**src/rtl/gpio_arb_pkg.sv**
```systemverilog
// Shared types and constants for the gpio register-port arbiter.
package gpio_arb_pkg;

  // Arbiter lock state: IDLE rotates grants, LOCKED pins the grant to one owner.
  typedef enum logic {
    ST_IDLE   = 1'b0,
    ST_LOCKED = 1'b1
  } arb_state_e;

  // Position of the write flag inside an emesh packet.
  localparam int unsigned WRITE_BIT = 0;

  // Cycles from acceptance to the read-data strobe on rsp_valid/rsp_data.
  localparam int unsigned RD_LAT = 3;

endpackage

```
**src/rtl/gpio_rr_pick.sv**
```systemverilog
// Circular priority picker: first requester at or after i_ptr, wrapping at NR.
module gpio_rr_pick #(
  parameter int unsigned NR  = 2,
  parameter int unsigned IDW = 3
) (
  input  logic [NR-1:0]  i_req,
  input  logic [IDW-1:0] i_ptr,
  output logic [NR-1:0]  o_grant,
  output logic [IDW-1:0] o_idx
);

  logic [NR-1:0] w_rot;
  logic          w_found;
  logic [IDW:0]  w_sum;

  // Rotate requests so bit 0 is the pointer slot, take the first set bit,
  // then map the rotated position back to a master index.
  always_comb begin
    w_rot   = NR'({i_req, i_req} >> i_ptr);
    w_found = 1'b0;
    w_sum   = '0;
    o_idx   = '0;
    for (int unsigned k = 0; k < NR; k++) begin
      if (!w_found && w_rot[k]) begin
        w_found = 1'b1;
        w_sum   = {1'b0, i_ptr} + (IDW+1)'(k);
        if (w_sum >= (IDW+1)'(NR)) begin
          w_sum = w_sum - (IDW+1)'(NR);
        end
        o_idx = w_sum[IDW-1:0];
      end
    end
    o_grant = '0;
    for (int unsigned i = 0; i < NR; i++) begin
      o_grant[i] = w_found && (o_idx == IDW'(i));
    end
  end

endmodule

```
**src/rtl/gpio_reg_arb.sv**
```systemverilog
// Round-robin arbiter with per-master lock feeding the gpio register port,
// returning read data to the issuing master RD_LAT cycles after acceptance.
module gpio_reg_arb
  import gpio_arb_pkg::*;
#(
  parameter int unsigned NR  = 2,
  parameter int unsigned AW  = 32,
  parameter int unsigned PW  = 2*AW+40,
  parameter int unsigned IDW = 3
) (
  input  logic             clk,
  input  logic             reset,
  input  logic [NR-1:0]    req_access,
  input  logic [NR-1:0]    req_lock,
  input  logic [NR*PW-1:0] req_packet,
  output logic [NR-1:0]    req_wait,
  output logic [NR-1:0]    rsp_valid,
  output logic [31:0]      rsp_data,
  output logic             gpio_access,
  output logic [PW-1:0]    gpio_packet,
  input  logic [31:0]      gpio_rdata
);

  localparam int unsigned RET_DEPTH = RD_LAT - 1;

  arb_state_e     r_state;
  arb_state_e     w_state_nxt;
  logic [IDW-1:0] r_owner;
  logic [IDW-1:0] w_owner_nxt;
  logic [IDW-1:0] r_rr_ptr;
  logic [IDW-1:0] w_rr_ptr_nxt;

  logic [NR-1:0]  w_pick_grant;
  logic [IDW-1:0] w_pick_idx;
  logic [NR-1:0]  w_grant;
  logic [IDW-1:0] w_idx;
  logic [IDW-1:0] w_idx_inc;
  logic           w_accept;
  logic [PW-1:0]  w_acc_packet;
  logic           w_acc_lock;

  logic           r_ret_rd  [RET_DEPTH];
  logic [IDW-1:0] r_ret_idx [RET_DEPTH];
  logic [NR-1:0]  w_rsp_onehot;

  gpio_rr_pick #(
    .NR  (NR),
    .IDW (IDW)
  ) u_pick (
    .i_req   (req_access),
    .i_ptr   (r_rr_ptr),
    .o_grant (w_pick_grant),
    .o_idx   (w_pick_idx)
  );

  // Grant selection, accepted-packet mux, lock FSM next state and rr pointer.
  always_comb begin
    w_state_nxt  = r_state;
    w_owner_nxt  = r_owner;
    w_rr_ptr_nxt = r_rr_ptr;
    w_grant      = '0;
    w_idx        = w_pick_idx;
    w_acc_packet = '0;
    w_acc_lock   = 1'b0;

    case (r_state)
      ST_IDLE: begin
        w_grant = w_pick_grant;
        w_idx   = w_pick_idx;
      end
      ST_LOCKED: begin
        w_idx = r_owner;
        for (int unsigned i = 0; i < NR; i++) begin
          if (r_owner == IDW'(i)) begin
            w_grant[i] = req_access[i];
          end
        end
      end
      default: begin
        w_grant = '0;
      end
    endcase

    for (int unsigned i = 0; i < NR; i++) begin
      if (w_grant[i]) begin
        w_acc_packet = req_packet[i*PW +: PW];
        w_acc_lock   = req_lock[i];
      end
    end

    w_accept  = (|w_grant) && !reset;
    w_idx_inc = (w_idx == IDW'(NR-1)) ? '0 : w_idx + 1'b1;

    if (w_accept) begin
      case (r_state)
        ST_IDLE: begin
          w_rr_ptr_nxt = w_idx_inc;
          if (w_acc_lock) begin
            w_state_nxt = ST_LOCKED;
            w_owner_nxt = w_idx;
          end
        end
        ST_LOCKED: begin
          if (!w_acc_lock) begin
            w_state_nxt  = ST_IDLE;
            w_rr_ptr_nxt = w_idx_inc;
          end
        end
        default: begin
          w_state_nxt = ST_IDLE;
        end
      endcase
    end

    req_wait = reset ? '1 : ~w_grant;
  end

  // Lock state, lock owner and round-robin pointer registers.
  always_ff @(posedge clk) begin
    if (reset) begin
      r_state  <= ST_IDLE;
      r_owner  <= '0;
      r_rr_ptr <= '0;
    end else begin
      r_state  <= w_state_nxt;
      r_owner  <= w_owner_nxt;
      r_rr_ptr <= w_rr_ptr_nxt;
    end
  end

  // Access output stage: pulse gpio_access per acceptance, packet holds between.
  always_ff @(posedge clk) begin
    if (reset) begin
      gpio_access <= 1'b0;
      gpio_packet <= '0;
    end else begin
      gpio_access <= w_accept;
      if (w_accept) begin
        gpio_packet <= w_acc_packet;
      end
    end
  end

  // Decode the oldest return-pipe slot into a one-hot master strobe.
  always_comb begin
    w_rsp_onehot = '0;
    for (int unsigned i = 0; i < NR; i++) begin
      w_rsp_onehot[i] = r_ret_rd[RET_DEPTH-1] &&
                        (r_ret_idx[RET_DEPTH-1] == IDW'(i));
    end
  end

  // Return pipe: shift {is_read, idx} so gpio_rdata is captured the cycle it is valid.
  always_ff @(posedge clk) begin
    if (reset) begin
      for (int unsigned k = 0; k < RET_DEPTH; k++) begin
        r_ret_rd[k]  <= 1'b0;
        r_ret_idx[k] <= '0;
      end
      rsp_valid <= '0;
      rsp_data  <= '0;
    end else begin
      r_ret_rd[0]  <= w_accept && !w_acc_packet[WRITE_BIT];
      r_ret_idx[0] <= w_idx;
      for (int unsigned k = 1; k < RET_DEPTH; k++) begin
        r_ret_rd[k]  <= r_ret_rd[k-1];
        r_ret_idx[k] <= r_ret_idx[k-1];
      end
      rsp_valid <= w_rsp_onehot;
      if (r_ret_rd[RET_DEPTH-1]) begin
        rsp_data <= gpio_rdata;
      end
    end
  end

endmodule

```
**config.mk**
```make
export PLATFORM = sky130hd
export DESIGN_NAME = gpio_reg_arb
export DESIGN_NICKNAME = d
export VERILOG_FILES = /design/src/rtl/gpio_arb_pkg.sv /design/src/rtl/gpio_rr_pick.sv /design/src/rtl/gpio_reg_arb.sv
export SDC_FILE = /design/constraint.sdc
export NUM_CORES = 1
export LEC_CHECK = 0
export ABC_AREA = 1
export BUFFER_PORTS_ARGS = -buffer_cell sky130_fd_sc_hd__buf_2
export CAP_MARGIN = 15
export CORE_AREA = 3 3 150 152
export DETAILED_ROUTE_END_ITERATION = 8
export DIE_AREA = 0 0 153 155
export GPL_TIMING_DRIVEN = 0
export PLACE_DENSITY = 0.66
export REMOVE_ABC_BUFFERS = 1
export SETUP_SLACK_MARGIN = 0.5
export SLEW_MARGIN = 10
export SYNTH_ARGS = -nofsm -noshare
export SYNTH_HDL_FRONTEND = slang
export SYNTH_SLANG_ARGS = --single-unit
```
**constraint.sdc**
```tcl
create_clock -name clk -period 2 [get_ports clk]
set_clock_uncertainty 0.05 [all_clocks]
set_input_delay 0.4 -clock clk [delete_from_list [all_inputs] [get_ports clk]]
set_output_delay 0.4 -clock clk [all_outputs]
set_load 0.01 [all_outputs]
```
Yosys cells after proc, flatten, opt, wreduce, memory -nomap -nowiden
Memories as Yosys holds them, arrays and structs flattened.
Index checks and enable logic that the tools add are counted.
{"block": "op_classes", "shift": 1, "n_mux": 26, "order_cmp": 2, "n_eq_ne": 5, "addsub": 4, "n_reduce_logical": 16, "n_bitwise": 6}
{"op": "2-to-1 mux 104 bit", "n": 2}
{"op": "2-to-1 mux 3 bit", "n": 8}
{"op": "equality test 3 x 1 -> 1 bit, second input constant", "n": 4}
{"op": "2-to-1 mux 1 bit", "n": 12}
{"op": "case mux 3 bit (2 select lines)", "n": 2}
{"op": "zero test 3 bit", "n": 3}
{"op": "logical AND 1 bit", "n": 7}
{"op": "subtractor 3 x 2 -> 3 bit, second input constant", "n": 2}
{"op": "adder 3 x 1 -> 4 bit, second input constant", "n": 1}
{"op": "greater-or-equal comparator 4 x 2 -> 1 bit, second input constant", "n": 1}
{"op": "bitwise OR 1 bit", "n": 4}
{"op": "case mux 2 bit (2 select lines)", "n": 1}
{"op": ">> shifter 4 x 3 -> 2 bit", "n": 1}
{"op": "adder 3 x 1 -> 3 bit, second input constant", "n": 1}
{"op": "greater-or-equal comparator 3 x 2 -> 1 bit, second input constant", "n": 1}
{"op": "zero test 1 bit", "n": 3}
{"op": "AND reduction 3 bit", "n": 1}
{"op": "2-to-1 mux 2 bit", "n": 1}
{"op": "!= test 2 bit, second input constant", "n": 1}
{"op": "NOT 2 bit", "n": 1}
{"op": "AND reduction 2 bit", "n": 1}
{"op": "OR reduction 2 bit", "n": 1}
{"op": "NOT 1 bit", "n": 1}
{"block": "word_totals", "ff_bits": 146, "n_memories": 2, "elab_cells": 69, "inputBits": 246, "output_inout_bits": 141, "ram_bits": 8}
{"memory": "r_ret_idx", "depth": 2, "word_bits": 3, "rd": 2, "rd_ports_with_merged_regs": 0, "write_ports": 2, "line": "gpio_reg_arb.sv:43", "rtl": "logic [IDW-1:0] r_ret_idx [RET_DEPTH];"}
{"memory": "r_ret_rd", "depth": 2, "word_bits": 1, "rd": 2, "rd_ports_with_merged_regs": 0, "write_ports": 2, "line": "gpio_reg_arb.sv:42", "rtl": "logic r_ret_rd [RET_DEPTH];"}

Depth between registers and ports, before layout
Gate-level depths: netlist of the first run.
{"block": "logic_depth", "word_depth": 13, "mapped_depth": 16, "depth_no_buf": 15}

By module
From an unflattened synthesis of the first run, not the netlist that was laid out.
{"block": "unflattened", "cells_unflattened": 975, "area_unflattened_um2": 7004.2}
{"mod": "gpio_reg_arb", "n_inst": 1, "cells_each": 922, "area_per_inst_um2": 6720.2}
{"mod": "gpio_rr_pick", "n_inst": 1, "cells_each": 53, "area_per_inst_um2": 284.0}

Least setup slack after synthesis of the first run
OpenSTA, ideal clock, no wires.
{"block": "synth_timing", "kind": "reg-to-reg", "start": "register r_rr_ptr[0]", "end": "register gpio_packet[72]", "synth_period_minus_slack_ns": 2.233, "path_slack_ns": -0.233, "path_buffers": 3, "arrival_time_ns": 2.063, "stages_incl_launch_ff": 17, "t_required_ns": 1.830, "path_cell_list": "dfxtp_1 > buf_2 > inv_1 > ha_1 > inv_1 > nand2_1 > o21ai_1 > nand2_1 > nand2_2 > a21oi_4 > nand3_2 > nand2_4 > inv_2 > buf_6 > buf_6 > a21oi_1 > a21oi_1"}
{"block": "synth_between", "elab_chain_len": 10, "word_cells_on_any_way": 23, "classes_between": "3 x add/sub; 2 x order compare; 1 x eq/ne; 1 x shift; 9 x mux; 7 x reduce/logical"}
{"element": "from (decl)", "line": "gpio_reg_arb.sv:30", "rtl": "logic [IDW-1:0] r_rr_ptr;"}
{"element": "from (signal assigned)", "line": "gpio_reg_arb.sv:127", "rtl": "r_rr_ptr <= w_rr_ptr_nxt;"}
{"element": "branches (longest 7 deep; another with adder 3 x 1 -> 4 bit)"}
{"element": "case mux 2 bit (2 select lines) *", "line": "gpio_reg_arb.sv:66", "rtl": "case (r_state)"}
{"element": "2-to-1 mux 104 bit or OR reduction 2 bit (tied branches)", "line": "gpio_reg_arb.sv:85, gpio_reg_arb.sv:91"}
{"element": "2-to-1 mux 104 bit or logical AND 1 bit (tied branches)", "line": "gpio_reg_arb.sv:85, gpio_reg_arb.sv:91"}
{"element": "to (signal assigned)", "line": "gpio_reg_arb.sv:139", "rtl": "gpio_packet <= w_acc_packet;"}
{"element": "to (decl)", "line": "gpio_reg_arb.sv:20", "rtl": "output logic [PW-1:0] gpio_packet,"}
Mark *: on every way between the ends.
A chain may end at the register's enable or synchronous reset.

Worst setup path after layout of the first run
{"block": "layout_timing", "start": "register r_rr_ptr[1]", "end": "register gpio_packet[72]"}
Same word-level chain as after synthesis.

==> results_tabular.tex, run 1 <==
\begin{tabular}{lr}
\hline
Metric & Value \\
\hline
\multicolumn{2}{l}{\textbf{Status}} \\
Result of the run & finished, violations left \\
Violations in the final reports & negative setup slack \\
\multicolumn{2}{l}{\textbf{Timing}} \\
Post-route clock period utilization & 1.307 \\
Final hold violations & 0 \\
Worst setup slack after layout & -0.6131 ns \\
Transition time at the pin with the least slew margin & 0.8086 ns \\
Worst max-slew margin expressed relative to the limit & 0.4606 \\
Tightest hold margin & 0.1553 ns \\
Unrepaired setup endpoints after global routing & yes \\
Final setup violation count & 116 \\
Final Max Slew Viols & 0 \\
Max Clock Freq & 0.3827 GHz \\
Post-layout min period & 2.613 ns \\
\multicolumn{2}{l}{\textbf{Run}} \\
Total of max-cap violations & 0 \\
\multicolumn{2}{l}{\textbf{Global routing}} \\
First-pass GRT wire length & 48,590 um \\
Remaining global-route overflow & 0 \\
Global routing usage summed across all routing layers & 0.2622 \\
Largest net degree at the start of global routing & 85 \\
Number of global-route vias before repair & 8,256 \\
Antenna violations before repair & 1 \\
\multicolumn{2}{l}{\textbf{Drt}} \\
Final antenna-violating net count & 0 \\
Drt first-iter violations & 686 \\
Router iterations before antenna repair & 5 \\
Final routed wire length divided by cell count & 20.97 um \\
Via-per-instance ratio & 5.382 \\
DRC & 0 \\
Total via count after detailed routing & 8,568 \\
Final WL & 33,380 um \\
\multicolumn{2}{l}{\textbf{Placed design}} \\
Worst slack, placed & -1.460 ns \\
Placed instance area & 8666 um\^{}2 \\
Quantity of I/O buffers inserted on ports & 386 \\
Detailed placer's ending HPWL & 16,980 um \\
Cell Count Post-Placement & 1,447 \\
Routability-driven placement congestion ratio & 0.8381 \\
\multicolumn{2}{l}{\textbf{Setup path}} \\
Reg-to-reg slack, setup & -0.61 ns \\
RR Endpoint & gpio\_packet[72]\$\_SDFFE\_PP0P\_ \\
CP Max Fanout & 6 \\
Type of element launching the critical path & flip-flop \\
Top cell by count, worst path & sky130\_fd\_sc\_hd\_\_buf\_16 \\
Crit-path max cell delay & 0.42 ns \\
CP Cell Sequence & inv\_4 > ha\_1 > nand2\_2 > nand2\_2 > nand3\_4 > nand4\_1 > buf\_6 > nand2\_8 > buf\_16 > nand3\_4 > buf\_6 > nand2\_8 > inv\_16 > buf\_16 > buf\_12 > buf\_16 > a21oi\_4 > a21oi\_2 \\
Slowest stage cell, crit path & sky130\_fd\_sc\_hd\_\_dfxtp\_4 \\
Family with the most delay on the worst path & buffers and inverters \\
Launching instance or port of the critical path & r\_rr\_ptr[1]\$\_SDFFE\_PP0P\_ \\
Buffers and inverters on the worst path & 8 \\
Setup crit end kind & flip-flop \\
Setup crit end & gpio\_packet[72]\$\_SDFFE\_PP0P\_ \\
Number of logic stages on the critical path including buffering & 18 \\
Critical path data required time & 2.26 ns \\
Crit path arrival time & 2.87 ns \\
Depth of the worst register-to-register path & 18 \\
Type of the setup path with the least slack & reg -> reg \\
Reg2reg start & r\_rr\_ptr[1]\$\_SDFFE\_PP0P\_ \\
\multicolumn{2}{l}{\textbf{Finish}} \\
Fraction of final layout cells sized beyond drive strength 1 & 0.5486 \\
FF/Latch Area & 3097 um\^{}2 \\
Fill count & 1,838 \\
Area growth syn-to-layout & 83.39\% \\
Design area & 11,910 um\^{}2 \\
Number of nets in the final layout & 1,554 \\
Final Non-Filler Cells & 1,592 \\
Multi-input logic area & 3948 um\^{}2 \\
\multicolumn{2}{l}{\textbf{CTS}} \\
Clock latency on the worst-skew pair & 0.42 ns \\
Sinks on Clock Net & 154 \\
Clk root buf & sky130\_fd\_sc\_hd\_\_clkbuf\_16 \\
H-tree depth reported by CTS & 4 \\
CTS Buf Count & 17 \\
TritonCTS clock tree & done \\
Clock-pin slew of the registers on the worst-case setup and hold paths & 0.07 ns \\
Max clock buf depth & 2 \\
\multicolumn{2}{l}{\textbf{Die}} \\
Overall die width & 153 um \\
Cell Rows & 53 \\
Die footprint & 23,720 um\^{}2 \\
Core ar. & 21,150 um\^{}2 \\
Vertical die dimension & 155 um \\
Starting utilization of the core area & 0.3069 \\
Boundary Pins & 387 \\
\multicolumn{2}{l}{\textbf{Power}} \\
Leakage & 5.495 nW \\
IR Drop Worst-Case VDD & 0.0005673 V \\
Clock power frac & 0.217 \\
Fraction of power spent switching nets & 0.3890 \\
Internal power & 8.934 mW \\
Reported net switching power & 5.688 mW \\
PD cells & 1228 nW/um\^{}2 \\
Power share of the sequential group & 0.290 \\
Portion of total power attributed to combinational logic & 0.493 \\
\multicolumn{2}{l}{\textbf{Synthesis}} \\
Yosys warns & 0 \\
Proportion of synthesized chip area in sequential cells & 0.4749 \\
Number of instances in the synthesized netlist & 855 \\
Mapped Area & 6492 um\^{}2 \\
Register bit count reported by yosys & 154 \\
Number of unique standard cell types used by synthesis & 30 \\
Mean Syn Cell Area & 7.594 um\^{}2 \\
\multicolumn{2}{l}{\textbf{Worst hold path}} \\
Worst hold-check path type & in -> reg \\
\hline
\end{tabular}
==> through the flow <==
stage	util	setup TNS (ns)	power (mW)
3_3_place_gp	0.3972	-574.26	7.909
5_1_grt	0.5628	-71.16	15.33
6_report	0.5628	-57.79	14.62
4_1_cts	0.5439	-47.02	14.13
2_1_floorplan	-	-266.67	6.309
3_5_place_dp	0.4097	-157.82	8.226
==> cell families (layout without fill, tap and decap cells) <==
kind of cell / count (synthesis) / in the layout / synth area share
flops: 154 / 154 / 0.4749
buf+inv: 99 / 554 / 0.06784
compound gates: 353 / 355 / 0.2769
fa+ha+maj: 5 / 5 / 0.009636
other cells: 0 / 1 / 0
simple gates: 244 / 248 / 0.1707
==> power groups by stage <==
stage	clock (mW)	combinational, mW	sequential (mW)
floorplan	0	1.76	4.55
global placement	0	3.72	4.19
detailed placement	0	3.99	4.24
CTS	3.21	6.71	4.21
global route	3.37	7.66	4.31
finish	3.18	7.21	4.24
==> Yosys cell counts <==
cell type	number	area share
sky130_fd_sc_hd__nand2_4	1	0.0017
sky130_fd_sc_hd__buf_1	9	0.0052
sky130_fd_sc_hd__dfxtp_1	154	0.47
sky130_fd_sc_hd__buf_2	16	0.012
sky130_fd_sc_hd__nand3_1	110	0.085
sky130_fd_sc_hd__o211ai_1	1	0.0012
sky130_fd_sc_hd__nand2_1	31	0.018
sky130_fd_sc_hd__a21oi_4	1	0.0025
sky130_fd_sc_hd__nor3_1	6	0.0046
sky130_fd_sc_hd__clkbuf_1	46	0.027
sky130_fd_sc_hd__buf_6	5	0.0087
sky130_fd_sc_hd__or2_2	1	0.00096
sky130_fd_sc_hd__nand2_2	4	0.0039
sky130_fd_sc_hd__a311oi_1	1	0.0013
sky130_fd_sc_hd__nand4_1	2	0.0019
sky130_fd_sc_hd__clkinv_1	1	0.00058
sky130_fd_sc_hd__a21oi_1	211	0.16
sky130_fd_sc_hd__nand3_2	1	0.0015
sky130_fd_sc_hd__nor2_4	1	0.0017
sky130_fd_sc_hd__nor4_1	1	0.00096
sky130_fd_sc_hd__o21ai_1	18	0.014
sky130_fd_sc_hd__nor2_1	84	0.049
sky130_fd_sc_hd__buf_4	3	0.0035
sky130_fd_sc_hd__nand3b_1	1	0.0012
sky130_fd_sc_hd__ha_1	5	0.0096
sky130_fd_sc_hd__o21ai_0	120	0.093
sky130_fd_sc_hd__inv_1	17	0.0098
sky130_fd_sc_hd__inv_2	2	0.0012
sky130_fd_sc_hd__nor2_2	1	0.00096
sky130_fd_sc_hd__o21bai_4	1	0.0029
==> worst min path at each step <==
stage	start	end	slack [ns]	depth (start not counted)
after floorplan	r_ret_idx[0][0]$_SDFF_PP0_	r_ret_idx[0][3]$_SDFF_PP0_	0.34	2
after global placement	r_ret_rd[0][0]$_SDFF_PP0_	r_ret_rd[0][1]$_SDFF_PP0_	0.34	2
after detailed placement	r_ret_rd[0][0]$_SDFF_PP0_	r_ret_rd[0][1]$_SDFF_PP0_	0.34	2
after CTS	gpio_rdata[6]	rsp_data[6]$_SDFFE_PP0P_	0.14	3
after global routing	gpio_rdata[17]	rsp_data[17]$_SDFFE_PP0P_	0.14	3
final	gpio_rdata[6]	rsp_data[6]$_SDFFE_PP0P_	0.16	3
==> layout by cell type (no fill, tap or decap), types with 6 or more instances in the layout <==
| master | count |
|---|---|
| sky130_fd_sc_hd__o21ai_0 | 84 |
| sky130_fd_sc_hd__nand2_2 | 13 |
| sky130_fd_sc_hd__o21ai_1 | 47 |
| sky130_fd_sc_hd__clkbuf_16 | 17 |
| sky130_fd_sc_hd__nand3_1 | 107 |
| sky130_fd_sc_hd__a21oi_4 | 22 |
| sky130_fd_sc_hd__a21oi_1 | 94 |
| sky130_fd_sc_hd__a21oi_2 | 97 |
| sky130_fd_sc_hd__buf_16 | 27 |
| sky130_fd_sc_hd__buf_4 | 36 |
| sky130_fd_sc_hd__nand2_1 | 14 |
| sky130_fd_sc_hd__nand2_8 | 8 |
| sky130_fd_sc_hd__o21ai_2 | 6 |
| sky130_fd_sc_hd__inv_1 | 10 |
| sky130_fd_sc_hd__buf_2 | 384 |
| sky130_fd_sc_hd__dfxtp_1 | 149 |
| sky130_fd_sc_hd__clkinvlp_4 | 7 |
| sky130_fd_sc_hd__nor2_1 | 76 |
| sky130_fd_sc_hd__buf_12 | 17 |
| sky130_fd_sc_hd__buf_6 | 27 |
==> worst register-to-register path, cell delays in order, from the launching register on <==
cell and delay, ns:
sky130_fd_sc_hd__dfxtp_4 0.42, sky130_fd_sc_hd__inv_4 0.07, sky130_fd_sc_hd__ha_1 0.23, sky130_fd_sc_hd__nand2_2 0.11, sky130_fd_sc_hd__nand2_2 0.07, sky130_fd_sc_hd__nand3_4 0.11
sky130_fd_sc_hd__nand4_1 0.12, sky130_fd_sc_hd__buf_6 0.17, sky130_fd_sc_hd__nand2_8 0.08, sky130_fd_sc_hd__buf_16 0.11, sky130_fd_sc_hd__nand3_4 0.07, sky130_fd_sc_hd__buf_6 0.15
sky130_fd_sc_hd__nand2_8 0.09, sky130_fd_sc_hd__inv_16 0.06, sky130_fd_sc_hd__buf_16 0.16, sky130_fd_sc_hd__buf_12 0.14, sky130_fd_sc_hd__buf_16 0.13, sky130_fd_sc_hd__a21oi_4 0.11
sky130_fd_sc_hd__a21oi_2 0.06
==> registers in the layout (all words and copies together) (netlist names) <==
name and flops:
rsp_valid 2, rsp_data 32, r_ret_rd 2, gpio_packet 104
gpio_access 1, r_ret_idx 6, r_rr_ptr 3, r_state 1
r_owner 3
==> what timing repair did <==
item	CTS	global route
pin swaps	36	24
hold endpoints to repair	0	0
gates resized for setup	257	85
gates cloned	32	1
setup buffers	69	10
hold buffers	0	0
setup endpoints to repair	150	148
==> area by class of cell <==
class                           instances  area share
Multi-Input combinational cell        608      0.3315
Timing Repair Buffer                  499      0.3181
Sequential cell                       154      0.2601
Clock buffer                           21     0.03867
Tap cell                              275     0.02890
Inverter                               20    0.009353
Clock inverter                         11    0.009142
Timing Repair inverter                  3    0.003993
Antenna cell                            1   0.0002102
==> per-layer routing <==
layer,up-vias,part of all wire,GRT usage,routed length (um)
li1,3905,-,-,-
met5,-,0,0,0
met3,76,0.081,0.06342,2719
met2,499,0.49,0.4523,16490
met4,0,0.030,0.08825,1001
met1,4088,0.39,0.3225,13170
Power figures use the tool's default switching activity.
==> run 2, diff against run 1 <==
--- a/config.mk
+++ b/config.mk
@@ -6,13 +6,12 @@
 export NUM_CORES = 1
 export LEC_CHECK = 0
 export ABC_AREA = 1
-export BUFFER_PORTS_ARGS = -buffer_cell sky130_fd_sc_hd__buf_2
 export CAP_MARGIN = 15
-export CORE_AREA = 3 3 150 152
+export CORE_AREA = 3 3 151 153
 export DETAILED_ROUTE_END_ITERATION = 8
-export DIE_AREA = 0 0 153 155
+export DIE_AREA = 0 0 154 156
+export DONT_BUFFER_PORTS = 1
 export GPL_TIMING_DRIVEN = 0
-export PLACE_DENSITY = 0.66
 export REMOVE_ABC_BUFFERS = 1
 export SETUP_SLACK_MARGIN = 0.5
 export SLEW_MARGIN = 10
==> run 2 against run 1 <==
Against the previous run:
- maximum frequency rose by 4.1%
- final cell count shrank 26%
- critical path depth down 4
- the flow still finishes with violations (negative setup slack)
- clock-buffer cell count grew 1
- sequential cell count stayed put
- clock power increased by 7.2%
==> results_tabular.tex, run 2 (synthesis gave the netlist of run 1 again) <==
\begin{tabular}{lr}
\hline
Metric & Value \\
\hline
\multicolumn{2}{l}{\textbf{Timing}} \\
Post-layout min period & 2.511 ns \\
Summed negative setup slack over all endpoints & -49.75 ns \\
Unrepaired setup endpoints after global routing & yes \\
Final Max Slew Viols & 0 \\
Post-route clock period utilization & 1.255 \\
Worst max-slew margin expressed relative to the limit & 0.6293 \\
Transition time at the pin with the least slew margin & 0.5561 ns \\
Max Clock Freq & 0.3983 GHz \\
Final setup violation count & 115 \\
Worst setup slack after layout & -0.5109 ns \\
Final hold violations & 0 \\
\multicolumn{2}{l}{\textbf{Finish}} \\
Commonest non-fill, non-tap cells in the layout & 150 x sky130\_fd\_sc\_hd\_\_dfxtp\_1, 139 x sky130\_fd\_sc\_hd\_\_a21oi\_1, 106 x sky130\_fd\_sc\_hd\_\_nand3\_1, 79 x sky130\_fd\_sc\_hd\_\_nor2\_1, 71 x sky130\_fd\_sc\_hd\_\_o21ai\_0 \\
Final Non-Filler Cells & 1,186 \\
Fraction of final layout cells sized beyond drive strength 1 & 0.2837 \\
Max reg flops & 104 \\
Biggest register & gpio\_packet \\
Final antenna diode count & 0 \\
Area growth syn-to-layout & 46.62\% \\
Largest registers & gpio\_packet (104), rsp\_data (32), r\_ret\_idx (6) \\
Number of nets in the final layout & 1,145 \\
Leading cell type in the layout, fill and taps excluded & sky130\_fd\_sc\_hd\_\_dfxtp\_1 \\
\multicolumn{2}{l}{\textbf{Drt}} \\
Routed length on met1 & 11,850 um \\
Final WL & 30,510 um \\
Via-per-instance ratio & 5.840 \\
Drt first-iter violations & 631 \\
Final antenna-violating net count & 0 \\
Sum of met2 wire segment lengths after detailed routing & 15,110 um \\
Total via count after detailed routing & 6,926 \\
Max layer used & met4 \\
Router iterations before antenna repair & 5 \\
Final routed wire length divided by cell count & 25.72 um \\
Wire length on met3 & 2678 um \\
DRC & 0 \\
\multicolumn{2}{l}{\textbf{Setup path}} \\
Crit-path max cell delay & 0.38 ns \\
Setup crit end & gpio\_packet[74]\$\_SDFFE\_PP0P\_ \\
Reg-to-reg slack, setup & -0.51 ns \\
CP Max Fanout & 10 \\
Type of element launching the critical path & flip-flop \\
Slowest stage cell, crit path & sky130\_fd\_sc\_hd\_\_dfxtp\_4 \\
CP Cell Sequence & buf\_8 > nor2\_4 > nor2\_4 > buf\_4 > nand3b\_1 > nand2\_4 > a21oi\_4 > buf\_12 > nand3\_4 > nand2\_8 > inv\_16 > bufbuf\_16 > a21oi\_4 > a21oi\_2 \\
Type of the setup path with the least slack & reg -> reg \\
Depth of the worst register-to-register path & 14 \\
Reg2reg start & r\_rr\_ptr[0]\$\_SDFFE\_PP0P\_ \\
Crit path arrival time & 2.76 ns \\
Setup crit end kind & flip-flop \\
Critical path data required time & 2.25 ns \\
Launching instance or port of the critical path & r\_rr\_ptr[0]\$\_SDFFE\_PP0P\_ \\
RR Endpoint & gpio\_packet[74]\$\_SDFFE\_PP0P\_ \\
\multicolumn{2}{l}{\textbf{Global routing}} \\
Global routing usage summed across all routing layers & 0.2193 \\
Number of global-route vias before repair & 6,275 \\
Antenna violations before repair & 1 \\
Largest net degree at the start of global routing & 86 \\
First-pass GRT wire length & 39,830 um \\
Remaining global-route overflow & 0 \\
\multicolumn{2}{l}{\textbf{Power}} \\
PD cells & 1454 nW/um\^{}2 \\
Overall power of the completed layout & 13.84 mW \\
Leakage & 3.721 nW \\
IR Drop Worst-Case VDD & 0.0008323 V \\
\multicolumn{2}{l}{\textbf{Placed design}} \\
Detailed placer's ending HPWL & 14,370 um \\
Quantity of I/O buffers inserted on ports & 0 \\
Cell Count Post-Placement & 1,066 \\
Routability-driven placement congestion ratio & 0.7702 \\
\multicolumn{2}{l}{\textbf{CTS}} \\
TritonCTS clock tree & done \\
CTS Buf Count & 17 \\
Clk root buf & sky130\_fd\_sc\_hd\_\_clkbuf\_16 \\
Sinks on Clock Net & 154 \\
Max clock buf depth & 2 \\
H-tree depth reported by CTS & 4 \\
Clock latency on the worst-skew pair & 0.42 ns \\
Clock-pin slew of the registers on the worst-case setup and hold paths & 0.07 ns \\
\multicolumn{2}{l}{\textbf{Die}} \\
Cell Rows & 54 \\
Starting utilization of the core area & 0.2994 \\
Overall die width & 154 um \\
Core ar. & 21,690 um\^{}2 \\
Die footprint & 24,020 um\^{}2 \\
Vertical die dimension & 156 um \\
Boundary Pins & 387 \\
\multicolumn{2}{l}{\textbf{Worst hold path}} \\
Worst hold-check path type & in -> reg \\
\multicolumn{2}{l}{\textbf{Status}} \\
Result of the run & finished, violations left \\
Violations in the final reports & negative setup slack \\
\multicolumn{2}{l}{\textbf{Run}} \\
Total of max-cap violations & 0 \\
\hline
\end{tabular}
-- run 2: cell types whose count changed in the layout (fill, tap and decap cells not counted), sizes merged --
cell	previous run	this run
a21oi	213	212
buf	494	74
bufinv	1	3
clkbuf	21	28
clkinvlp	7	3
diode	1	0
dlygate4sd3	0	3
nand2	40	44
o21bai	2	1
-- run 2: power by group --
group          switching (mW)  internal (mW)
clock                    1.34           2.07
combinational            3.09           2.56
sequential              0.956           3.82
-- run 2: per-stage QoR --
stage | utilization | worst slack, ns | area [um^2] | hold slack, ns
3_5_place_dp | 0.3104 | -1.463 | 6733 | 0.3425
6_report | 0.4389 | -0.5109 | 9519 | 0.07022
3_3_place_gp | 0.2987 | -4.551 | 6477 | 0.3436
2_1_floorplan | - | -2.320 | 6127 | 0.3383
4_1_cts | 0.4168 | -0.4809 | 9039 | 0.002219
5_1_grt | 0.4389 | -0.6015 | 9519 | 0.04345
-- run 2: routing by layer --
layer  vias to the layer above  global-route usage
met1                      3294              0.2746
met5                         -                   0
li1                       3105                   -
met3                        55             0.06186
met2                       472              0.3679
met4                         0             0.06812
-- run 2: repair_timing --
action,in CTS,in global routing
cloned,28,8
setup buffers,47,3
endpoints found under the setup margin,150,150
pin swaps,23,19
gates resized for setup,189,71
hold endpoints to repair,10,1
hold buffers,2,1
-- run 2: how the worst min path moves through the flow --
stage	cells after the start	to	from
3_5_place_dp	2	r_ret_idx[0][4]$_SDFF_PP0_	r_ret_idx[0][1]$_SDFF_PP0_
3_3_place_gp	2	r_ret_idx[0][4]$_SDFF_PP0_	r_ret_idx[0][1]$_SDFF_PP0_
6_report	2	rsp_data[6]$_SDFFE_PP0P_	gpio_rdata[6]
2_1_floorplan	2	r_ret_idx[0][3]$_SDFF_PP0_	r_ret_idx[0][0]$_SDFF_PP0_
5_1_grt	2	rsp_data[18]$_SDFFE_PP0P_	gpio_rdata[18]
4_1_cts	1	r_ret_idx[0][0]$_SDFF_PP0_	reset
-- run 2: critical path, delay by kind of cell (launching register included) --
family	cells	cell delay, ns
buffers and inverters	5	0.80
flip-flops	1	0.38
AND/OR/NAND/NOR	6	0.72
AO/OA/AOI/OAI	3	0.42
-- run 2: layout make-up --
cell class	count	area [um^2]
Timing Repair inverter	3	27.53
Fill cell	2033	12170
Inverter	20	106.4
Tap cell	280	350.3
Timing Repair Buffer	88	1573
Multi-Input combinational cell	610	3757
Clock buffer	22	474.2
Sequential cell	154	3095
Clock inverter	9	135.1
